<file path="src/rtl/rat_checkpoint_ctrl.sv">
// rat_checkpoint_ctrl
//   Allocates and retires the RAT's shadow checkpoint pages for in-flight
//   branches/jumps. Pages form a circular buffer in program order:
//   - dispatch allocates at the tail,
//   - correctly resolved pages retire in order from the head,
//   - a mispredict restores the RAT from that branch's page and squashes
//     that page and every younger one.
//
// Parameters
//   NUM_PAGES  number of checkpoint pages (power of 2, 2..32)
//
// Ports
//   clk, reset        clock, synchronous active-high reset
//   flush_all         drop every checkpoint (exception / mret); beats all inputs
//   alloc_valid       dispatch wants a page this cycle
//   alloc_ready       a page is free (not full)
//   alloc_page        page the next allocation takes (zero-extended)
//   resolve_valid     branch unit resolves one branch
//   resolve_page      page tag of resolved branch (bits above index ignored)
//   resolve_mispred   1 = mispredicted, 0 = correct
//   save_state        to RAT: snapshot into save_page (same cycle as alloc)
//   save_page         to RAT: = alloc_page
//   restore_state     to RAT: registered 1-cycle restore pulse
//   restore_page      to RAT: page to restore from
//   if_id_flush       registered pulse coincident with restore_state
//   busy_map          valid bit per page
//   err_bad_resolve   sticky: resolve targeted a non-valid page
//
// Optional build macro
//   CKPT_STATS_EN     adds stat_mispred / stat_full_stall saturating counters
module rat_checkpoint_ctrl #(
  parameter int unsigned NUM_PAGES = 8
) (
  input  logic                 clk,
  input  logic                 reset,
  input  logic                 flush_all,
  input  logic                 alloc_valid,
  output logic                 alloc_ready,
  output logic [4:0]           alloc_page,
  input  logic                 resolve_valid,
  input  logic [4:0]           resolve_page,
  input  logic                 resolve_mispred,
  output logic                 save_state,
  output logic [4:0]           save_page,
  output logic                 restore_state,
  output logic [4:0]           restore_page,
  output logic                 if_id_flush,
  output logic [NUM_PAGES-1:0] busy_map,
`ifdef CKPT_STATS_EN
  output logic [31:0]          stat_mispred,
  output logic [31:0]          stat_full_stall,
`endif
  output logic                 err_bad_resolve
);

  localparam int unsigned PTR_W = $clog2(NUM_PAGES);

  logic [PTR_W:0]         r_head;
  logic [PTR_W:0]         r_tail;
  logic [NUM_PAGES-1:0]   r_valid;
  logic [NUM_PAGES-1:0]   r_done;
  logic                   r_restore_state;
  logic [4:0]             r_restore_page;
  logic                   r_if_id_flush;
  logic                   r_err;

  logic [PTR_W:0]         w_count;
  logic                   w_full;
  logic                   w_empty;
  logic [PTR_W-1:0]       w_head_idx;
  logic [PTR_W-1:0]       w_tail_idx;
  logic [PTR_W-1:0]       w_res_idx;
  logic [4:0]             w_res_page_pad;
  logic                   w_res_hit;
  logic                   w_mis_fire;
  logic                   w_ok_fire;
  logic                   w_bad_fire;
  logic                   w_alloc_fire;
  logic                   w_retire;
  logic [PTR_W-1:0]       w_off;
  logic [NUM_PAGES-1:0]   w_squash;
  logic [NUM_PAGES-1:0]   w_valid_nxt;
  logic [NUM_PAGES-1:0]   w_done_nxt;
  logic                   w_unused_rp_hi;

  assign w_count    = r_tail - r_head;
  assign w_full     = (w_count == (PTR_W+1)'(NUM_PAGES));
  assign w_empty    = (w_count == '0);
  assign w_head_idx = r_head[PTR_W-1:0];
  assign w_tail_idx = r_tail[PTR_W-1:0];
  assign w_res_idx  = resolve_page[PTR_W-1:0];
  assign w_res_hit  = r_valid[w_res_idx];
  assign w_unused_rp_hi = |(resolve_page >> PTR_W);

  assign w_mis_fire   = resolve_valid & resolve_mispred & w_res_hit & ~flush_all;
  assign w_ok_fire    = resolve_valid & ~resolve_mispred & w_res_hit & ~flush_all;
  assign w_bad_fire   = resolve_valid & ~w_res_hit & ~flush_all;
  assign w_alloc_fire = alloc_valid & ~w_full & ~w_mis_fire & ~flush_all;
  // Retiring the page being mispredicted would lose the restore source.
  assign w_retire     = ~w_empty & r_done[w_head_idx] &
                        ~(w_mis_fire & (w_head_idx == w_res_idx));

  // Age of the mispredicted page relative to head; everything at or beyond
  // that age is squashed. Pages outside the live window are already invalid,
  // so clearing them too is harmless.
  assign w_off = w_res_idx - w_head_idx;

  always_comb begin
    w_squash = '0;
    for (int unsigned i = 0; i < NUM_PAGES; i++) begin
      logic [PTR_W-1:0] rel;
      rel = PTR_W'(i) - w_head_idx;
      w_squash[i] = (rel >= w_off);
    end
  end

  always_comb begin
    w_res_page_pad = '0;
    w_res_page_pad[PTR_W-1:0] = w_res_idx;
    alloc_page = '0;
    alloc_page[PTR_W-1:0] = w_tail_idx;
  end

  always_comb begin
    w_valid_nxt = r_valid;
    w_done_nxt  = r_done;
    if (w_ok_fire) begin
      w_done_nxt[w_res_idx] = 1'b1;
    end
    if (w_retire) begin
      w_valid_nxt[w_head_idx] = 1'b0;
      w_done_nxt[w_head_idx]  = 1'b0;
    end
    if (w_mis_fire) begin
      w_valid_nxt = w_valid_nxt & ~w_squash;
      w_done_nxt  = w_done_nxt & ~w_squash;
    end
    if (w_alloc_fire) begin
      w_valid_nxt[w_tail_idx] = 1'b1;
      w_done_nxt[w_tail_idx]  = 1'b0;
    end
  end

  always_ff @(posedge clk) begin
    if (reset || flush_all) begin
      r_head          <= '0;
      r_tail          <= '0;
      r_valid         <= '0;
      r_done          <= '0;
      r_restore_state <= 1'b0;
      r_restore_page  <= '0;
      r_if_id_flush   <= 1'b0;
      if (reset) begin
        r_err <= 1'b0;
      end
    end else begin
      r_valid         <= w_valid_nxt;
      r_done          <= w_done_nxt;
      r_head          <= r_head + (PTR_W+1)'(w_retire);
      // Tail rollback uses the pre-retire head: a same-cycle retire never
      // touches the squashed range, so the result is unchanged.
      if (w_mis_fire) begin
        r_tail <= r_head + {1'b0, w_off};
      end else begin
        r_tail <= r_tail + (PTR_W+1)'(w_alloc_fire);
      end
      r_restore_state <= w_mis_fire;
      r_if_id_flush   <= w_mis_fire;
      if (w_mis_fire) begin
        r_restore_page <= w_res_page_pad;
      end
      if (w_bad_fire) begin
        r_err <= 1'b1;
      end
    end
  end

`ifdef CKPT_STATS_EN
  logic [31:0] r_stat_mispred;
  logic [31:0] r_stat_full_stall;

  always_ff @(posedge clk) begin
    if (reset) begin
      r_stat_mispred    <= '0;
      r_stat_full_stall <= '0;
    end else begin
      if (w_mis_fire && (r_stat_mispred != '1)) begin
        r_stat_mispred <= r_stat_mispred + 32'd1;
      end
      if (alloc_valid && w_full && (r_stat_full_stall != '1)) begin
        r_stat_full_stall <= r_stat_full_stall + 32'd1;
      end
    end
  end

  assign stat_mispred    = r_stat_mispred;
  assign stat_full_stall = r_stat_full_stall;
`endif

  assign alloc_ready     = ~w_full;
  assign save_state      = w_alloc_fire;
  assign save_page       = alloc_page;
  assign restore_state   = r_restore_state;
  assign restore_page    = r_restore_page;
  assign if_id_flush     = r_if_id_flush;
  assign busy_map        = r_valid;
  assign err_bad_resolve = r_err;

endmodule

</file>
<file path="config.mk">
export PLATFORM = sky130hd
export DESIGN_NAME = rat_checkpoint_ctrl
export DESIGN_NICKNAME = d
export VERILOG_FILES = /design/src/rtl/rat_checkpoint_ctrl.sv
export SDC_FILE = /design/constraint.sdc
export NUM_CORES = 1
export LEC_CHECK = 0
export BUFFER_PORTS_ARGS = -buffer_cell sky130_fd_sc_hd__buf_2
export CORE_MARGIN = 3
export CORE_UTILIZATION = 51
export CTS_CLUSTER_DIAMETER = 40
export DETAILED_ROUTE_END_ITERATION = 12
export PLACE_DENSITY = 0.76
export SETUP_SLACK_MARGIN = 0.05
export SLEW_MARGIN = 10
export SYNTH_ARGS = -nofsm -noshare
export SYNTH_HDL_FRONTEND = slang
export SYNTH_SLANG_ARGS = --single-unit
</file>
<file path="constraint.sdc">
create_clock -name clk -period 2.69 [get_ports clk]
set_input_delay 0.1345 -clock clk [delete_from_list [all_inputs] [get_ports clk]]
set_output_delay 0.1345 -clock clk [all_outputs]
set_load 0.005 [all_outputs]
</file>
==> flow_summary.yaml <==
timing:
  slew_viol_final: 0
  worst_pin_slew_ps: 569
  slew_headroom: 0.618
  final_hold_viol_count: 0
  fin_crit_sh: 0.966
  period_needed_ps: 2600
  setup_viol: 0
  worst_slack_ps: 91.4
  rsz0062_at_grt: "true"
  worst_clock_skew_ps: 3.13
  fmax_ghz: 0.385
flow_run:
  maxCapViolCount: 0
detailed_routing:
  vias: 2052
  routed_wl_um: 5980
  drt-initial-drc-count: 150
  remaining_drc_errors: 0
  via_per_inst: 5.81
  ant_nets: 0
  dr.pass1.iters: 4
  wire_per_inst_um: 16.9
outcome:
  status: "completed"
worst_setup_path:
  cp.arrival_ps: 2810
  cp.required_ps: 2910
  cp.depth: 10
  worst_r2r_startpoint: "r_head[0]"
  slowest_stage: "fa_2"
  ff2ff_path_depth: 10
  critPathMaxFanout: 3
  cp_top_family: "adder cells"
  path_cells: "ha_4 -> inv_2 -> fa_2 -> inv_2 -> ha_2 -> o31a_1 -> maj3_2 -> a21o_1 -> a31o_4 -> o22ai_2"
  r2r-end: "busy_map[1]"
  start_kind: "flop"
  critPathBufInv: 2
  cp-end-kind: "flop"
  crit_path_frequent_cell: "inv_2"
  reg2reg_slack_ps: 90
  path_class: "flop to flop"
  cp_slowest_stage_delay_ps: 590
finish:
  fill_cells: 331
  multiInputGateArea_um2: 1620
  final-seq-area_um2: 596
  layoutNonFillerInstCount: 353
  drive_gt1_frac: 0.340
  fin_nets: 343
  syn2layout_area_growth_pct: 23.1
  diodes: 0
grt:
  grt_pass1_wl_um: 9630
  grt_overflow_total: 0
  grt_util_all_layers: 0.237
  antenna_found_initial: 0
  grt_pass1_vias: 2012
  grt_max_degree: 20
cts:
  clock_path_buffers: 2
  clk_pin_slew_ps: 60
  worstSkewPairLatency_ps: 290
  htreeDepth: 2
  cts_tree: "yes"
  cts_hold_buf: 0
  cts_root_buffer: "clkbuf_8"
  cts_buffers: 5
  cts.sinks: 29
floorplanning:
  io_pins: 39
  start_util: 0.548
  rows: 23
  die_w_um: 72.7
  die_area_um2: 5290
  core_um2: 4140
  dieHeight_um: 72.7
power:
  powerDensity_nw_per_um2: 333
  ir_worst_vdd_mv: 0.296
  p_leak_nw: 1.29
synthesis:
  syn_area_um2: 2270
  yosysSeqAreaShare: 0.260
  synth_edf_count: 1
  ys_ff_latch: 29
  syn_inst: 254
  synth.avg_cell_area_um2: 8.94
  synth-async-reset-ratio: 0
  synth.top_cell.area_share: 0.247
  ys_dominant_reg_cell: "dfxtp_1"
  yosys_warnings: 0
  synth_top_area_cell: "dfxtp_1"
  synth_cell_types: 58
  synth_area_leaders: "dfxtp_1 (25%), ha_1 (15%), buf_4 (4.6%)"
placed_design:
  dp_cells: 342
  portBuffers: 30
  gp_congestion: 0.976
  dp_hpwl_um: 4460
  pre_cts_ws_ps: -188
hold_path:
  whs_path_depth: 2
  hp-class: "input pin to flop"
  hold_end: "err_bad_resolve"
  hold_start: "reset"
## per-layer routing
layer / GRT usage / wire, µm / vias up
met2: 0.370 / 2710 / 107
met1: 0.317 / 2610 / 948
met5: 0 / 0 / -
met3: 0.0537 / 499 / 17
met4: 0.0902 / 161 / 0
li1: - / - / 980
## cell families (layout without fill, tap and decap cells)
| group | after synthesis | after routing | synth area share |
|---|---|---|---|
| xor gates and xnor gates | 12 | 12 | 0.0496 |
| adders and majority gates | 30 | 30 | 0.171 |
| AOI/OAI and AO/OA | 72 | 72 | 0.244 |
| DFF | 29 | 29 | 0.260 |
| muxes | 8 | 8 | 0.0490 |
| and+or+nand+nor | 60 | 60 | 0.128 |
| buffers and inverters | 42 | 86 | 0.0970 |
| other | 1 | 6 | 0.00165 |
## worst reg2reg max path: cells and delay by family (launching register included)
kind,cells,cell delay (ps)
fa+ha+maj,4,1210
compound gates,4,850
flops,1,360
buf+inv,2,120
## timing repair
action,in CTS,in global routing
resized for setup,6,18
setup buffers,2,2
endpoints found under the setup margin,18,23
pin swaps,1,14
## state kept, by name, summed over array words and instances, names as in the netlist
name,cells
err_bad_resolve,1
if_id_flush,1
busy_map,8
restore_page,3
r_done,8
r_head,4
r_tail,4
## area by class of cell
type                       instances  share of cell area
multi-input combinational        188               0.578
inverter                          22              0.0295
timing repair buffer              57               0.126
sequential                        29               0.213
tap                               50              0.0224
clock buffer                       7              0.0309
## through the flow
step                      power (mW)  area (µm²)  hold WS, ps  utilization  setup TNS (ps)
after detailed placement       0.556        2560          434        0.618            -926
after global routing           0.964        2800          159        0.675               0
after CTS                      0.922        2700          140        0.651               0
after global placement         0.554        2560          434        0.618            -304
final                          0.931        2800          139        0.675               0
after floorplan                0.520        2320          270            -               0
## worst max-delay path by stage
stage	startpoint	slack (ps)	endpoint
floorplan	r_head[0]	50	r_done[1]
global placement	resolve_page[0]	-90	r_done[7]
detailed placement	resolve_page[0]	-190	r_done[7]
CTS	r_head[0]	40	r_done[6]
global route	r_head[0]	9	r_done[4]
finish	r_head[0]	90	busy_map[1]
## layout by cell type, fill, tap and decap left out, drive strengths merged, types with 3 or more instances in the layout
cell type	n
buf	57
dfxtp	28
ha	27
inv	22
nand2	21
a21oi	17
nor2	13
a211oi	9
xnor2	9
nor2b	7
a31oi	7
clkbuf	7
o21ai	7
conb	6
and2	5
and3	4
mux2i	4
a21o	4
a311o	4
xor2	3
nand2b	3
a21boi	3
o22ai	3
## report_power, final
part	switching (mW)	leakage, nW	internal [mW]	total, mW
clock	0.168	0.0443	0.203	0.371
sequential	0.00149	0.237	0.434	0.435
combinational	0.0714	1.01	0.0535	0.125
total	0.241	1.29	0.690	0.931
## Yosys cell counts, drive strengths merged (3+ instances only)
master,number
and3,4
buf,18
and2,5
nor2,13
a21boi,3
nor2b,7
a211oi,9
xor2,3
o21ai,7
nand2,21
ha,27
a31oi,7
a21o,4
inv,22
mux2i,4
xnor2,9
o22ai,3
dfxtp,28
a311o,4
a21oi,17
nand2b,3
Note: power is estimated with default switching activity, not from simulation.
